==> src/rtl/store_pkg.sv <==
// Shared types and constants for the store merge unit.
package store_pkg;

  typedef enum logic [1:0] {
    BYTE = 2'b00,
    HALF = 2'b01,
    WORD = 2'b10
  } store_size_t;

  typedef enum logic [2:0] {
    IDLE  = 3'd0,
    READ  = 3'd1,
    WAIT  = 3'd2,
    WRITE = 3'd3,
    DONE  = 3'd4
  } store_state_t;

  localparam int STORE_MAX_RD_LAT = 4;
  localparam int STORE_CNT_W = $clog2(STORE_MAX_RD_LAT);

  // The reserved encoding behaves as a word store.
  function automatic store_size_t norm_size(logic [1:0] s);
    return (s == 2'b11) ? WORD : store_size_t'(s);
  endfunction

endpackage

==> src/rtl/store_lane_merge.sv <==
// Big-endian lane merge of store data into a read word.
module store_lane_merge
  import store_pkg::*;
(
  input  logic [1:0]  size,
  input  logic [1:0]  offset,
  input  logic [31:0] wdata,
  input  logic [31:0] rdata,
  output logic [31:0] merged
);

  store_size_t sz;

  assign sz = norm_size(size);

  always_comb begin
    merged = rdata;
    unique case (1'b1)
      (sz == BYTE): begin
        unique case (offset)
          2'd0: merged[31:24] = wdata[7:0];
          2'd1: merged[23:16] = wdata[7:0];
          2'd2: merged[15:8]  = wdata[7:0];
          2'd3: merged[7:0]   = wdata[7:0];
        endcase
      end
      (sz == HALF): begin
        if (offset[1])
          merged[15:0] = wdata[15:0];
        else
          merged[31:16] = wdata[15:0];
      end
      default: merged = wdata;
    endcase
  end

endmodule

==> src/rtl/store_merge_unit.sv <==
// Multi-cycle store engine with read-modify-write for sub-word stores.
// Define STORE_ALIGN_CHECK_EN to enable misalignment detection.
module store_merge_unit
  import store_pkg::*;
#(
  parameter int MEM_RD_LAT = 1
) (
  input  logic        clk,
  input  logic        rst_n,
  input  logic        start,
  input  logic [1:0]  size,
  input  logic [31:0] addr,
  input  logic [31:0] wdata,
  output logic        busy,
  output logic        done,
  output logic        err,
  output logic [31:0] mem_addr,
  output logic        mem_rd,
  output logic        mem_wr,
  output logic [31:0] mem_wdata,
  input  logic [31:0] mem_rdata
);

  localparam logic [STORE_CNT_W-1:0] CNT_LAST =
    STORE_CNT_W'(MEM_RD_LAT - 1);

  store_state_t state;
  store_state_t state_nxt;
  store_size_t  size_in;
  store_size_t  size_q;

  logic [31:0] addr_q;
  logic [31:0] wdata_q;
  logic [31:0] rd_q;
  logic        err_q;
  logic        mis;
  logic        wait_last;
  logic [STORE_CNT_W-1:0] cnt;

  assign size_in = norm_size(size);
  assign wait_last = (cnt == CNT_LAST);

`ifdef STORE_ALIGN_CHECK_EN
  assign mis = ((size_in == HALF) && addr[0]) ||
               ((size_in == WORD) && (addr[1:0] != 2'b00));
`else
  assign mis = 1'b0;
`endif

  always_ff @(posedge clk or negedge rst_n) begin
    if (!rst_n)
      state <= IDLE;
    else
      state <= state_nxt;
  end

  always_comb begin
    state_nxt = state;
    unique case (state)
      IDLE: begin
        if (start) begin
          if (mis)
            state_nxt = DONE;
          else if (size_in == WORD)
            state_nxt = WRITE;
          else
            state_nxt = READ;
        end
      end
      READ:  state_nxt = WAIT;
      WAIT:  if (wait_last) state_nxt = WRITE;
      WRITE: state_nxt = DONE;
      DONE:  state_nxt = IDLE;
      default: state_nxt = IDLE;
    endcase
  end

  always_ff @(posedge clk or negedge rst_n) begin
    if (!rst_n) begin
      size_q  <= BYTE;
      addr_q  <= '0;
      wdata_q <= '0;
      rd_q    <= '0;
      err_q   <= 1'b0;
      cnt     <= '0;
    end else begin
      if (state == IDLE && start) begin
        size_q  <= size_in;
        addr_q  <= addr;
        wdata_q <= wdata;
        err_q   <= mis;
      end
      if (state == READ)
        cnt <= '0;
      else if (state == WAIT)
        cnt <= cnt + 1'b1;
      if (state == WAIT && wait_last)
        rd_q <= mem_rdata;
    end
  end

  store_lane_merge u_merge (
    .size   (size_q),
    .offset (addr_q[1:0]),
    .wdata  (wdata_q),
    .rdata  (rd_q),
    .merged (mem_wdata)
  );

  assign busy     = (state != IDLE);
  assign done     = (state == DONE);
  assign err      = (state == DONE) && err_q;
  assign mem_rd   = (state == READ);
  assign mem_wr   = (state == WRITE);
  assign mem_addr = {addr_q[31:2], 2'b00};

endmodule

==> config.mk <==
export PLATFORM = sky130hd
export DESIGN_NAME = store_merge_unit
export DESIGN_NICKNAME = d
export VERILOG_FILES = /design/src/rtl/store_pkg.sv /design/src/rtl/store_lane_merge.sv /design/src/rtl/store_merge_unit.sv
export SDC_FILE = /design/constraint.sdc
export NUM_CORES = 1
export LEC_CHECK = 0
export BUFFER_PORTS_ARGS = -buffer_cell sky130_fd_sc_hd__clkbuf_2
export CORE_AREA = 2 2 122 124
export DETAILED_ROUTE_END_ITERATION = 10
export DIE_AREA = 0 0 124 126
export GPL_ROUTABILITY_DRIVEN = 0
export PLACE_DENSITY_LB_ADDON = 0.3
export SLEW_MARGIN = 20
export SYNTH_ARGS = -nofsm -noshare
export SYNTH_HDL_FRONTEND = slang
export SYNTH_SLANG_ARGS = --single-unit
==> constraint.sdc <==
create_clock -name clk -period 1.7 [get_ports clk]
set_input_delay 0.425 -clock clk [delete_from_list [all_inputs] [get_ports clk]]
set_output_delay 0.425 -clock clk [all_outputs]
set_load 0.02 [all_outputs]
* Word level (Yosys, flattened, before mapping) *
Index checks and enable logic that the tools add are counted.

operators by class
  $add $sub $neg = 1
  eq/ne operators = 13
  mux-type cells = 15
  reduce and logical (&&, ||, !) cells = 9

operator list
  operator                                       count
  one-hot mux 32 bit (2 select lines)            1
  2-to-1 mux 16 bit                              2
  2-to-1 mux 8 bit                               4
  one-hot mux 3 bit (4 select lines)             1
  == test 2 bit, second input constant           5
  2-to-1 mux 2 bit                               5
  == test 3 x 2 -> 1 bit, second input constant  2
  zero test 2 bit                                3
  2-to-1 mux 3 bit                               2
  == test 2 x 1 -> 1 bit, second input constant  2
  != test 2 bit, second input constant           2
  == test 3 x 1 -> 1 bit, second input constant  1
  == test 3 bit, second input constant           1
  zero test 3 bit                                1
  nonzero test 3 bit                             1
  adder 2 x 1 -> 2 bit, second input constant    1
  logical AND 1 bit                              2
  AND reduction 2 bit                            1
  nonzero test 2 bit                             1

storage, ports and cells
  flip-flop bits (word level) = 103
  logic and storage cells = 44

* Logic depth before layout (Yosys ltp) *
  word-level depth = 6
  gate-level depth with buffers = 6
  mapped depth without buffers = 4

* Cells and area by module *
From an unflattened synthesis, not the netlist that was laid out.

unflattened totals
  cells, all modules = 397
  area, all modules = 5,197.5 um^2

modules (own cells, without submodules)
  module            times used  cells an instance  area an instance (um^2)  seq. area each (um^2)
  store_merge_unit  1           270                4,204.0                  2,577.5
  store_lane_merge  1           127                993.5                    0.0

* Least setup slack after synthesis *
Ideal clock, no wire load.

  kind = register -> output
  from = register size_q[1]
  to = output mem_wdata[10]
  arrival time = 1.473 ns
  setup slack = -0.198 ns
  cell stages (with the launch flop) = 5
  buffers on the path = 1
  path through = dfrtp_1 or2_2 clkbuf_1 nor3_2 a221o_1

between the ends
  word-level cells in the longest chain between the ends = 4
  elaborated cells between the ends (all ways) = 5
  those cells by class = eq/ne: 2; mux: 2; reduce/logical: 1

ends and longest elaborated chain
  what                                                              RTL line                                        source
  from (decl)                                                       store_merge_unit.sv:30                          store_size_t size_q;
  from (signal assigned)                                            store_merge_unit.sv:88                          size_q <= size_in;
  == test 2 bit                                                     store_pkg.sv:23                                 return (s == 2'b11) ? WORD : store_size_t'(s);
  2-to-1 mux 2 bit (*)                                              store_pkg.sv:23
  == test 2 x 1 -> 1 bit / zero test 2 bit (equally long branches)  store_lane_merge.sv:27, store_lane_merge.sv:19
  one-hot mux 32 bit (2 select lines) (*)                           store_lane_merge.sv:18                          unique case (1'b1)
  to (decl)                                                         store_merge_unit.sv:20                          output logic [31:0] mem_wdata,

Every way passes the cells marked *; elsewhere a longest branch is shown, timed or not.

* Final worst setup path *
  from = register size_q[0]
  to = output mem_wdata[27]

The elaborated chain is that of the path after synthesis.

==> results.cfg <==
[drt]
firstDrtPassIters = 4
routed_via_density = 4.908
drcViolationCount = 0
routedWlPerCell_um = 19.14
routed-via-count = 3715
final_antenna_net_count = 0
drt_iter0_markers = 112
finalWirelength_mm = 14.49

[power]
intPower_mw = 11.23
pwr-share-clk_pct = 13.2
ir_drop_uv = 934.4
p_leak_nw = 3.451
power.share.sequential_pct = 26.4
p_sw_mw = 6.917
p_sw_share_pct = 38.13
pwr-share-comb_pct = 60.3
p_per_area_mw_per_mm2 = 2438

[floorplanning]
dieArea_mm2 = 0.01562
start_util_pct = 34.50
io_pins = 170
rows = 44
die_width_um = 124
core_mm2 = 0.01431
dieHeight_um = 126

[outcome]
violations = negative setup slack
outcome = finished with violations

[setup_path]
critPathSlowestCell = dfrtp_1
crit_fanout = 7
reg2reg_depth = 6
r2r_start = state[2]
critical-path-top-delay-family = compound AO/OA/AOI/OAI gates
cp_cell_sequence = buf_4 > or3b_4 > a211oi_4 > a221o_1 > clkbuf_8
startpoint = size_q[0]
crit_path_end_kind = primary output
rrSetupSlack_ns = -0.06
cp.buffers_inverters = 2
critPathKind = reg -> out
arrival_ns = 1.87
cpPeakStageDelay_ns = 0.40
path_depth = 5
cp.required_ns = 1.27
start_kind = register
r2r-end = wdata_q[4]
worstSetupEndpoint = mem_wdata[27]

[worst_hold_path]
hold_path.class = in -> reg

[logic_synthesis]
synth_top_family_by_area = multiplexers
synth_xor_area_share_pct = 0
synthDistinctLibCells = 36
ys.flop_type = dfrtp_1
yosys_warnings = 0
postSynthCellCount = 385
seq_area_frac_synth_pct = 52.19
async_reset_ff_share_pct = 100.0
synth-seq-cells = 103
synthSimpleGateAreaFrac_pct = 6.587
synth_compound_gate_area_share_pct = 7.119
netlist_area_mm2 = 0.004938
synth_edf_count = 0
synthAdderAreaFrac_pct = 0.2534
synthMuxAreaShare_pct = 25.74
syn_area_per_cell_um2 = 12.83

[sta]
report.final.setup_viol = 66
setup_ws_ns = -0.5935
slew_violations = 0
hold_violations = 0
rsz0062_at_grt = yes
skew_ns = 0.007589
fmax_mhz = 436.0
min_period_over_period_pct = 134.9
tns_ns = -17.45
finalCriticalPeriod_ns = 2.293

[place]
dp_hpwl_mm = 9.323
io_buffer_count = 166
place_area_mm2 = 0.006053

[global_routing]
grt_pass1_vias = 3876
track_usage_pct = 16.91
grt_max_degree = 39
grt_pass1_wl_mm = 20.11
grt_overflow = 0
antenna_found_initial = 1

[cells_and_area]
design_area_mm2 = 0.007441
nFillCells = 1227
drive_gt1_share_pct = 69.76
multi_input_area_mm2 = 0.002451
regArea_mm2 = 0.002581
nets = 669
area_growth_pct = 50.67

[clock_tree]
tritoncts = yes
cts.sinks = 103
clk_pin_slew_worst_paths_ns = 0.07
insertion_delay_ns = 0.35
cts_inserted_buffers = 9
clock-root-buffer = clkbuf_16
cts.htree.levels = 3
clockBufferDepth = 2

[run]
drv_cap = 0
-- flip-flops by register name (all words and copies together) (netlist names) --
signal	count
state	3
rd_q	32
addr_q	32
wdata_q	32
cnt	2
size_q	2
-- stage by stage --
step	utilization, %	setup slack, ns	hold WS [ns]	total power, mW	instances
3_5_place_dp	42.29	-0.3773	0.3740	12.68	715
3_3_place_gp	42.29	-0.3464	0.3742	12.48	715
4_1_cts	47.97	-0.5977	0.2875	16.61	741
2_1_floorplan	-	-0.1123	0.1294	10.46	387
5_1_grt	51.97	-0.6561	0.2865	19.13	756
6_report	51.98	-0.5935	0.2988	18.14	757
-- cells by family (layout without fill, tap and decap cells) --
family	count (synthesis)	in the layout
mux	114	114
compound gates	51	51
buf+inv	60	245
simple gates	55	55
other cells	1	4
fa+ha+maj	1	1
flops	103	103
-- routing by layer --
| metal | GRT usage [%] | wire (µm) |
|---|---|---|
| met1 | 20.85 | 5956 |
| met2 | 27.21 | 7301 |
| met3 | 6.386 | 1026 |
| met4 | 5.618 | 208 |
| met5 | 0 | 0 |
-- layout make-up --
cell class	instances	area share, %
clock buffer	11	3.262
tap	184	3.094
multi-input combinational	224	32.94
timing repair buffer	224	24.31
inverter	5	0.2522
antenna	1	0.03363
sequential	103	34.69
clock inverter	5	1.412
-- placed cells by master, fill, tap and decap left out, types with 7 or more instances in the layout --
| master | Yosys | final |
|---|---|---|
| clkbuf_2 | 0 | 130 |
| dfrtp_1 | 103 | 100 |
| mux2_4 | 0 | 52 |
| mux2_2 | 99 | 51 |
| buf_4 | 35 | 28 |
| clkbuf_8 | 0 | 22 |
| buf_6 | 4 | 21 |
| a21oi_2 | 0 | 17 |
| nor2b_1 | 16 | 16 |
| clkbuf_16 | 0 | 13 |
| a221o_1 | 11 | 11 |
| nand2_1 | 17 | 9 |
| buf_8 | 0 | 9 |
| nand2_2 | 0 | 8 |
| o21ai_0 | 7 | 7 |
| buf_12 | 0 | 7 |
-- repair_timing --
| action | 4_1_cts | 5_1_grt |
|---|---|---|
| setup endpoints to repair | 36 | 100 |
| pin swaps | 18 | 21 |
| cloned | 0 | 9 |
| gates resized for setup | 95 | 109 |
| hold buffers | 1 | 0 |
| hold endpoints to repair | 1 | 0 |
| setup buffers | 10 | 6 |
-- worst register-to-register path, delay by kind of cell (launching register included) --
family | cells | cell delay (ns)
buf+inv | 4 | 0.62
flops | 1 | 0.42
mux | 1 | 0.30
simple gates | 1 | 0.31
-- synthesized netlist by cell type (2+ instances only) --
cell type,number,area share (%)
nor3_1,2,0.20
o21ai_0,7,0.71
mux2i_1,10,2.0
buf_2,8,0.81
nor2_2,2,0.25
nor2_1,2,0.15
buf_4,35,5.3
clkbuf_1,7,0.53
a211oi_1,4,0.61
or2_2,2,0.25
buf_6,4,0.91
nor3b_1,3,0.46
or3b_2,2,0.35
mux2_1,5,1.1
dfrtp_1,103,52
nand2_1,17,1.3
nand2b_1,3,0.38
a221o_1,11,2.2
mux2_2,99,23
o221ai_1,5,0.89
inv_1,5,0.38
nor2b_1,16,2.0
a21oi_1,20,2.0
-- power by group through the flow --
stage	clock network, mW	registers [mW]	logic [mW]
3_3_place_gp	0	4.65	7.83
6_report	2.40	4.80	10.9
4_1_cts	2.49	4.70	9.42
5_1_grt	2.59	4.95	11.6
3_5_place_dp	0	4.71	7.97
2_1_floorplan	0	4.31	6.15
-- worst min-delay path by stage --
stage	start	endpoint	slack, ns	depth (start not counted)
5_1_grt	addr[4]	addr_q[4]	0.29	2
2_1_floorplan	rst_n	addr_q[0]	0.13	0
3_5_place_dp	rst_n	rd_q[6]	0.37	1
4_1_cts	wdata[9]	wdata_q[9]	0.29	2
6_report	wdata[24]	wdata_q[24]	0.30	2
3_3_place_gp	rst_n	rd_q[5]	0.37	1
Power figures use the tool's default switching activity.
